===== config.mk =====
export PLATFORM = sky130hd
export DESIGN_NAME = counter_job_arbiter_flat
export DESIGN_NICKNAME = d
export VERILOG_FILES = /design/src/rtl/counter_job_arbiter_if.sv /design/src/rtl/counter_job_arbiter.sv /design/src/flat_wrapper.sv
export SDC_FILE = /design/constraint.sdc
export NUM_CORES = 1
export LEC_CHECK = 0
export CAP_MARGIN = 20
export CORE_ASPECT_RATIO = 1.75
export CORE_MARGIN = 2
export CORE_UTILIZATION = 50
export CTS_BUF_LIST = sky130_fd_sc_hd__clkbuf_8
export DETAILED_ROUTE_END_ITERATION = 8
export PLACE_DENSITY = 0.86
export SYNTH_ARGS = -nofsm -noshare
export SYNTH_HDL_FRONTEND = slang
export SYNTH_SLANG_ARGS = --single-unit

===== constraint.sdc =====
create_clock -name clkout -period 4.37 [get_ports clkout]
set_input_delay 0.874 -clock clkout [delete_from_list [all_inputs] [get_ports clkout]]
set_output_delay 0.874 -clock clkout [all_outputs]
set_load 0.05 [all_outputs]

===== src/rtl/counter_job_arbiter_if.sv =====
// Job request / completion bus between two requesters, the arbiter and the
// shared mod-2**W counter. The arbiter uses the slave view; the requester
// and counter side uses the master view.
interface counter_job_arbiter_if #(
  parameter int W = 4
);
  // requester 0/1 job fields, held while req is high
  logic         req0, req1;
  logic         dir0, dir1;
  logic [W-1:0] start0, start1;
  logic [W-1:0] target0, target1;
  logic         ack0, ack1;
  // cancel of the running job
  logic         abort;
  // counter side
  logic [W-1:0] cnt_value;
  logic         cnt_x;
  logic         cnt_preload;
  logic [W-1:0] cnt_load;
  // job status
  logic         busy;
  logic         owner;
  logic         done;
  logic         done_id;
  logic         timeout_err;

  modport master (
    output req0, req1, dir0, dir1, start0, start1, target0, target1,
    output abort, cnt_value,
    input  ack0, ack1, cnt_x, cnt_preload, cnt_load,
    input  busy, owner, done, done_id, timeout_err
  );

  modport slave (
    input  req0, req1, dir0, dir1, start0, start1, target0, target1,
    input  abort, cnt_value,
    output ack0, ack1, cnt_x, cnt_preload, cnt_load,
    output busy, owner, done, done_id, timeout_err
  );
endinterface


===== src/rtl/counter_job_arbiter.sv =====
// Round-robin arbiter sharing one up/down counter between two requesters.
// A granted job preloads the counter, runs it in the requested direction and
// finishes on target match, abort or run-cycle timeout. All outputs are
// registered so reset clears them asynchronously.

// Per-requester acknowledge: one-cycle pulse in the cycle after the grant.
module counter_job_arbiter_lane (
  input  logic clkout,
  input  logic reset,
  input  logic grant,
  output logic ack
);
  // ack registers the grant decision made in IDLE
  always_ff @(posedge clkout or negedge reset) begin
    if (!reset) ack <= 1'b0;
    else        ack <= grant;
  end
endmodule

module counter_job_arbiter #(
  parameter int W       = 4,
  parameter int TIMEOUT = 18
) (
  input logic                  clkout,
  input logic                  reset,
  counter_job_arbiter_if.slave bus
);
  localparam int NUM_LANES = 2;
  localparam int RCW       = $clog2(TIMEOUT + 1);

  localparam logic [1:0] S_IDLE = 2'd0;
  localparam logic [1:0] S_LOAD = 2'd1;
  localparam logic [1:0] S_RUN  = 2'd2;
  localparam logic [1:0] S_DONE = 2'd3;

  logic [1:0]                          state;
  logic [NUM_LANES-1:0]                req_v, dir_v, grant_v, ack_v;
  logic [NUM_LANES-1:0][W-1:0]         start_v, target_v;
  logic                                any_req, gnt;
  logic                                rr_pref;   // index preferred when both request
  logic [W-1:0]                        target_q;
  logic [RCW-1:0]                      run_cnt, run_inc;
  logic                                hit, run_tmo, run_end, grant_now;

  logic                                cnt_x_q, preload_q, busy_q, owner_q;
  logic                                done_q, done_id_q, tmo_q;
  logic [W-1:0]                        load_q;

  assign req_v    = {bus.req1, bus.req0};
  assign dir_v    = {bus.dir1, bus.dir0};
  assign start_v  = {bus.start1, bus.start0};
  assign target_v = {bus.target1, bus.target0};

  // grant selection: lone requester wins, contention goes to the preferred index
  always_comb begin
    any_req = |req_v;
    gnt     = 1'b0;
    if (&req_v) gnt = rr_pref;
    else        gnt = req_v[1];
  end

  assign grant_now = (state == S_IDLE) && any_req;

  // run-cycle count including the current RUN cycle, saturating at TIMEOUT
  assign run_inc = (run_cnt == RCW'(TIMEOUT)) ? run_cnt : run_cnt + RCW'(1);
  assign hit     = (bus.cnt_value == target_q);
  assign run_tmo = (run_inc == RCW'(TIMEOUT));
  assign run_end = hit || bus.abort || run_tmo;

  genvar i;
  generate
    for (i = 0; i < NUM_LANES; i++) begin : g_lane
      assign grant_v[i] = grant_now && (gnt == 1'(i));
      counter_job_arbiter_lane u_lane (
        .clkout (clkout),
        .reset  (reset),
        .grant  (grant_v[i]),
        .ack    (ack_v[i])
      );
    end
  endgenerate

  // run-cycle counter: cleared on grant, counts every RUN cycle
  always_ff @(posedge clkout or negedge reset) begin
    if (!reset)                run_cnt <= '0;
    else if (grant_now)        run_cnt <= '0;
    else if (state == S_RUN)   run_cnt <= run_inc;
  end

  // job FSM with registered counter controls and status outputs
  always_ff @(posedge clkout or negedge reset) begin
    if (!reset) begin
      state     <= S_IDLE;
      rr_pref   <= 1'b0;
      target_q  <= '0;
      cnt_x_q   <= 1'b0;
      preload_q <= 1'b0;
      load_q    <= '0;
      busy_q    <= 1'b0;
      owner_q   <= 1'b0;
      done_q    <= 1'b0;
      done_id_q <= 1'b0;
      tmo_q     <= 1'b0;
    end else begin
      done_q    <= 1'b0;
      preload_q <= 1'b0;
      case (state)
        S_IDLE: begin
          if (any_req) begin
            owner_q   <= gnt;
            busy_q    <= 1'b1;
            tmo_q     <= 1'b0;
            cnt_x_q   <= dir_v[gnt];
            load_q    <= start_v[gnt];
            target_q  <= target_v[gnt];
            preload_q <= 1'b1;
            state     <= S_LOAD;
          end
        end
        S_LOAD: state <= S_RUN;
        S_RUN: begin
          if (run_end) begin
            // target match outranks abort, abort outranks timeout
            tmo_q     <= !hit && !bus.abort;
            busy_q    <= 1'b0;
            done_q    <= 1'b1;
            done_id_q <= owner_q;
            state     <= S_DONE;
          end
        end
        default: begin
          // the requester just served loses the next contention
          rr_pref <= ~owner_q;
          state   <= S_IDLE;
        end
      endcase
    end
  end

  assign bus.ack0        = ack_v[0];
  assign bus.ack1        = ack_v[1];
  assign bus.cnt_x       = cnt_x_q;
  assign bus.cnt_preload = preload_q;
  assign bus.cnt_load    = load_q;
  assign bus.busy        = busy_q;
  assign bus.owner       = owner_q;
  assign bus.done        = done_q;
  assign bus.done_id     = done_id_q;
  assign bus.timeout_err = tmo_q;
endmodule


===== src/flat_wrapper.sv =====
// flat-port wrapper written by rule: the top's interface ports become plain ports
module counter_job_arbiter_flat 
#(
  parameter int W       = 4,
  parameter int TIMEOUT = 18
)
  (clkout, reset, bus_req0, bus_req1, bus_dir0, bus_dir1, bus_start0, bus_start1, bus_target0, bus_target1, bus_abort, bus_cnt_value, bus_ack0, bus_ack1, bus_cnt_x, bus_cnt_preload, bus_cnt_load, bus_busy, bus_owner, bus_done, bus_done_id, bus_timeout_err);
  counter_job_arbiter_if #(.W(W)) bus_i ();
  input logic clkout;
  input logic reset;
  input wire logic [$bits(bus_i.req0)-1:0] bus_req0;
  input wire logic [$bits(bus_i.req1)-1:0] bus_req1;
  input wire logic [$bits(bus_i.dir0)-1:0] bus_dir0;
  input wire logic [$bits(bus_i.dir1)-1:0] bus_dir1;
  input wire logic [$bits(bus_i.start0)-1:0] bus_start0;
  input wire logic [$bits(bus_i.start1)-1:0] bus_start1;
  input wire logic [$bits(bus_i.target0)-1:0] bus_target0;
  input wire logic [$bits(bus_i.target1)-1:0] bus_target1;
  input wire logic [$bits(bus_i.abort)-1:0] bus_abort;
  input wire logic [$bits(bus_i.cnt_value)-1:0] bus_cnt_value;
  output wire logic [$bits(bus_i.ack0)-1:0] bus_ack0;
  output wire logic [$bits(bus_i.ack1)-1:0] bus_ack1;
  output wire logic [$bits(bus_i.cnt_x)-1:0] bus_cnt_x;
  output wire logic [$bits(bus_i.cnt_preload)-1:0] bus_cnt_preload;
  output wire logic [$bits(bus_i.cnt_load)-1:0] bus_cnt_load;
  output wire logic [$bits(bus_i.busy)-1:0] bus_busy;
  output wire logic [$bits(bus_i.owner)-1:0] bus_owner;
  output wire logic [$bits(bus_i.done)-1:0] bus_done;
  output wire logic [$bits(bus_i.done_id)-1:0] bus_done_id;
  output wire logic [$bits(bus_i.timeout_err)-1:0] bus_timeout_err;
  assign bus_i.req0 = bus_req0;
  assign bus_i.req1 = bus_req1;
  assign bus_i.dir0 = bus_dir0;
  assign bus_i.dir1 = bus_dir1;
  assign bus_i.start0 = bus_start0;
  assign bus_i.start1 = bus_start1;
  assign bus_i.target0 = bus_target0;
  assign bus_i.target1 = bus_target1;
  assign bus_i.abort = bus_abort;
  assign bus_i.cnt_value = bus_cnt_value;
  assign bus_ack0 = bus_i.ack0;
  assign bus_ack1 = bus_i.ack1;
  assign bus_cnt_x = bus_i.cnt_x;
  assign bus_cnt_preload = bus_i.cnt_preload;
  assign bus_cnt_load = bus_i.cnt_load;
  assign bus_busy = bus_i.busy;
  assign bus_owner = bus_i.owner;
  assign bus_done = bus_i.done;
  assign bus_done_id = bus_i.done_id;
  assign bus_timeout_err = bus_i.timeout_err;
  counter_job_arbiter #(.W(W), .TIMEOUT(TIMEOUT)) u_core (.clkout(clkout), .reset(reset), .bus(bus_i));
endmodule

* Yosys cells after proc, flatten, opt, wreduce, memory -nomap -nowiden
Cells that the tools add are included.
** Operators by class
- Add/subtract/negate cells :: 1
- Multipliers :: 0
- Div/mod/pow operators :: 0
- $lt $le $gt $ge :: 1
- Equality and inequality tests :: 7
- Shifts and indexed selects :: 0
- Muxes and demuxes :: 23
- Bitwise logic cells :: 2
- Reduce and logical (&&, ||, !) cells :: 18
** Operators by type and width (count)
- $mux W4 :: 4
- $mux W5 :: 3
- $mux W1 :: 11
- $eq A5 B5 Y1 const B :: 2
- $reduce_and A2 Y1 :: 4
- $pmux W2 S3 :: 1
- $add A5 B1 Y5 const B :: 1
- $eq A4 B4 Y1 :: 1
- $logic_and A1 B1 Y1 :: 4
- $mux W2 :: 2
- $ne A2 B1 Y1 const B :: 2
- $pmux W1 S2 :: 2
- $reduce_bool A2 Y1 :: 2
- $reduce_and A3 Y1 :: 1
- $reduce_or A3 Y1 :: 1
- $eq A2 B1 Y1 const B :: 1
- $eq A2 B2 Y1 const B :: 1
- $logic_not A1 Y1 :: 2
- $logic_not A2 Y1 :: 1
- $logic_or A1 B1 Y1 :: 2
- $lt A1 B2 Y1 const B :: 1
- $not A1 Y1 :: 2
- $reduce_or A2 Y1 :: 1
** Storage, ports and cells
- Register bits :: 25
- Latch bits :: 0
- Bits in writable memories :: 0
- Memory bits (read-only) :: 0
- Bits of input ports :: 27
- Output and inout bits :: 13
- Word-level logic and storage cells :: 66
- Memories kept :: 0

* Longest topological paths before layout
- Depth after elaboration :: 6
- Gate-level depth with buffers :: 7
- Mapped depth without buffers :: 7

* By module
From an unflattened synthesis, not the netlist that was laid out.
** Second synthesis, totals
- Cells, all modules :: 120
- Area, all modules :: 1298.7 µm²
** Modules (own cells, without submodules)
- counter_job_arbiter :: instances 1, cells each 118, area each 1248.7 µm², seq. area each 575.6 µm²
- counter_job_arbiter_lane :: instances 2, cells each 1, area each 25.0 µm², seq. area each 25.0 µm²

* Least setup slack after synthesis
OpenSTA, ideal clock, no wires.
- Path kind :: register -> register
- From :: register u_core.run_cnt[0]
- To :: register u_core.done_id_q (netlist: u_core.bus.done_id)
- Library setup time :: 0.128 ns
- Arrival time :: 2.019 ns
- Required time :: 4.242 ns
- Setup slack :: 2.223 ns
- Stages on the path, launching flop included :: 8
- Path buffers :: 0
- Clock period less this slack :: 2.147 ns
- Path through :: dfrtp_1 -> inv_1 -> ha_1 -> and3b_1 -> or3_4 -> a2111oi_4 -> o21a_2 -> mux2_1
** Between the ends
- Cells in the longest elaborated chain, start to end :: 5
- Elaborated cells on any way between the ends :: 6
- Classes of those cells :: add/sub (1); eq/ne (2); mux (1); reduce/logical (2)
** RTL lines
- start: declaration :: RTL line counter_job_arbiter.sv:42 : logic [RCW-1:0] run_cnt, run_inc;
- start signal: assignment :: RTL line counter_job_arbiter.sv:87 : else if (state == S_RUN) run_cnt <= run_inc;
- $add A5 B1 Y5 / $eq A5 B5 Y1 (equally long branches) :: RTL line counter_job_arbiter.sv:65 : assign run_inc = (run_cnt == RCW'(TIMEOUT)) ? run_cnt : run_cnt + RCW'(1);
- $mux W5 * :: RTL line counter_job_arbiter.sv:65
- $eq A5 B5 Y1 * :: RTL line counter_job_arbiter.sv:67 : assign run_tmo = (run_inc == RCW'(TIMEOUT));
- $logic_or A1 B1 Y1 * :: RTL line counter_job_arbiter.sv:68 : assign run_end = hit || bus.abort || run_tmo;
- $reduce_and A2 Y1 (no line) *
- end signal: assignment :: RTL line counter_job_arbiter.sv:127 : done_id_q <= owner_q;
- end: declaration :: RTL line counter_job_arbiter.sv:46 : logic done_q, done_id_q, tmo_q;
Mark *: on every way between the ends. The rest lies on a longest branch, timed or not.
A chain may end at the register's enable or synchronous reset.

* Worst setup path in the final report
- From :: register u_core.owner_q (netlist: u_core.bus.owner)
- To :: output bus_owner
** RTL lines
- start: declaration :: RTL line counter_job_arbiter.sv:45 : logic cnt_x_q, preload_q, busy_q, owner_q;
- start signal: assignment :: RTL line counter_job_arbiter.sv:110 : owner_q <= gnt;
- end: declaration :: RTL line flat_wrapper.sv:27 : output wire logic [$bits(bus_i.owner)-1:0] bus_owner;
No word-level cell between the ends.

==> impl_metrics.yaml <==
synth:
  synthCells: 112
  synth-seq-cells: 25
  avgSynthCellArea_sq_um: 10.9
  synth_area_leaders: "dfrtp_1, a222oi_1, inv_1, ha_1, xnor2_1"
  yosysWarnings: 0
  yosysUniqueCellTypes: 30
  yosysTopAreaCellShare_pct: 51.3
  synth_edf_count: 0
  synth_fp_nets: 144
  synth_most_common_cell: "dfrtp_1"
  synthArstFlopShare_pct: 100
  seq_area_frac_synth_pct: 51.3
  ys.flop_type: "dfrtp_1"
  yosysTopAreaCell: "dfrtp_1"
  netlist_area_sq_mm: 0.00122
  synth_commonest_cells: "dfrtp_1, inv_1, a21oi_1, a222oi_1, nor2_1"
cts:
  cts_tree: "done"
  cts_max_level: 1
  ctsRootBufferMaster: "clkbuf_8"
  clk_pin_slew_ns: 0.09
  post_cts_buffers: 0
  cts_resized: 0
  cts-buffers-inserted: 3
  cts_buffer_depth: 2
  clk_latency_ns: 0.26
  clkSinkCount: 25
  cts_hold_buf: 0
pwr:
  ir_worst_vdd_mv: 0.425
  power.total_mw: 1.15
  leakagePower_nw: 0.795
  powerDensity_mw_per_mm2: 680
setup_path:
  r2r-start: "u_core.run_cnt[0]"
  crit_family: "buffers and inverters"
  cp_data_arrival_time_ns: 1.51
  cp_max_fo: 4
  cp_slowest_stage_delay_ns: 0.85
  crit_chain: "clkdlybuf4s50_1"
  reg2regPathDepth: 7
  worstPathRequired_ns: 3.50
  r2r_end: "u_core.bus.done_id"
  path_class: "flop to primary output"
  slowest_stage: "clkdlybuf4s50_1"
  crit_buf_inv: 1
  start_kind: "flop"
  end_kind: "primary output"
  reg2reg_slack_ns: 2.00
routing:
  drt_wl_total_um: 2870
  ant_nets: 0
  vias: 1045
  drtIter0Drc: 52
  drt-vias-per-instance: 5.84
  avgRoutedWirePerCell_um: 16.0
  firstDrtPassIters: 4
  drc_errors: 0
sta:
  timing.final.crit_period_ns: 2.38
  hold_ws_ns: 0.499
  rsz0062_at_grt: "false"
  tns_ns: 0
  setup_viol: 0
  fin_skew_ns: 0.00254
  tightest_slew_ns: 0.785
  relSlewSlack_pct: 47.7
  hold_violations: 0
  finalCritPeriodShare_pct: 54.6
  finalMaxSlewViolations: 0
  fmax_mhz: 419
cells_and_area:
  drive_above_1_share_pct: 8.44
  nets: 187
  antennaDiodeCount: 0
  stdcell_area_sq_mm: 0.00170
  filler_cell_count: 176
  syn_to_final_growth_pct: 39.3
grt:
  grtUsageTotal_pct: 23.6
  grt_start_max_net_pins: 26
  antenna_found_initial: 0
  grt-ovfl-total: 0
  grt_pass1_vias: 1125
  grt_pass1_wl_um: 4800
hold_path:
  holdCritStartpoint: "u_core.bus.done_id"
  hold_path_depth: 1
  hold_path.class: "flop to flop"
  holdPathEnd: "u_core.bus.done_id"
run:
  cap_violations: 0
placed_design:
  place_area_sq_mm: 0.00164
  place_hpwl_um: 2310
  place_congestion: 0.838
  port_buffers: 39
floorplan:
  initial_core_util_pct: 52.9
  die_h_um: 69.3
  design.core.area_sq_mm: 0.00230
  rows: 23
  die_w_um: 41.3
  die_area_sq_mm: 0.00286
  io_pins: 40
status:
  status: "finished, final reports clean"
## metal layers
layer	track usage, %	share of wire, %
met4	12.5	4.1
met5	0	0
met3	3.53	5.1
met1	28.2	36
met2	37.8	55
## where the power goes
group | internal, mW | switching, mW | leakage (nW) | total (mW)
clock | 0.0637 | 0.0712 | 0.0255 | 0.135
sequential | 0.322 | 0.0749 | 0.318 | 0.397
combinational | 0.246 | 0.376 | 0.451 | 0.622
## worst max-delay path by stage
stage | from | endpoint | slack, ns | cells after the start
floorplan | u_core.run_cnt[0] | u_core.bus.done_id | 2.22 | 7
global placement | bus_cnt_value[1] | u_core.state[1] | 1.88 | 6
detailed placement | bus_cnt_value[3] | u_core.state[1] | 1.81 | 6
CTS | u_core.bus.owner | bus_owner | 1.98 | 1
global route | u_core.run_cnt[0] | u_core.bus.done_id | 1.87 | 7
finish | u_core.bus.owner | bus_owner | 1.99 | 1
## cells by family (layout without fill, tap and decap cells)
family	after synthesis	after routing	share of synthesized area, %
AO/OA/AOI/OAI	30	30	20.2
XOR/XNOR	8	8	5.75
adder cells (fa/ha/maj)	5	5	5.13
buffers and inverters	20	62	6.16
flip-flops	25	25	51.3
multiplexers	2	2	2.16
AND/OR/NAND/NOR	22	22	9.24
## registers in the layout, indices dropped and copies added, names as in the netlist, 2 cells and up
name,count
u_core.state,2
u_core.run_cnt,5
u_core.g_lane.u_lane.ack,2
u_core.target_q,4
u_core.bus.cnt_load,4
## area by class of cell
cell class | instances | area [sq um] | area share [%]
clock inverters | 1 | 5.00 | 0.295
clock buffers | 3 | 41.3 | 2.43
multi-input cells | 67 | 518 | 30.5
repair buffers | 41 | 413 | 24.3
well taps | 25 | 31.3 | 1.84
flip-flops and latches | 25 | 626 | 36.8
inverters | 17 | 63.8 | 3.76
## worst register-to-register path, cell delays in order, from the launching register on
cell,delay (ns)
dfrtp_1,0.46
inv_1,0.11
ha_1,0.20
and3b_1,0.22
or3_4,0.35
a2111oi_4,0.40
o21a_2,0.21
mux2_1,0.31
## layout by cell type (no fill, tap or decap), types with 2 or more instances in the layout
cell type         n
clkdlybuf4s50_1  39
dfrtp_1          25
inv_1            17
a21oi_1           9
a222oi_1          9
nor2_1            8
xnor2_1           6
nand2_1           5
ha_1              5
nand4_1           3
clkbuf_8          3
o21ai_0           2
xor2_1            2
## per-stage QoR
step	setup slack (ns)	utilization (%)	instances
6_report	1.99	73.8	179
5_1_grt	1.87	73.8	179
4_1_cts	1.98	73.1	178
3_5_place_dp	1.81	71.1	174
3_3_place_gp	1.88	71.1	174
2_1_floorplan	2.22	-	112
(Power assumes the default switching activity.)
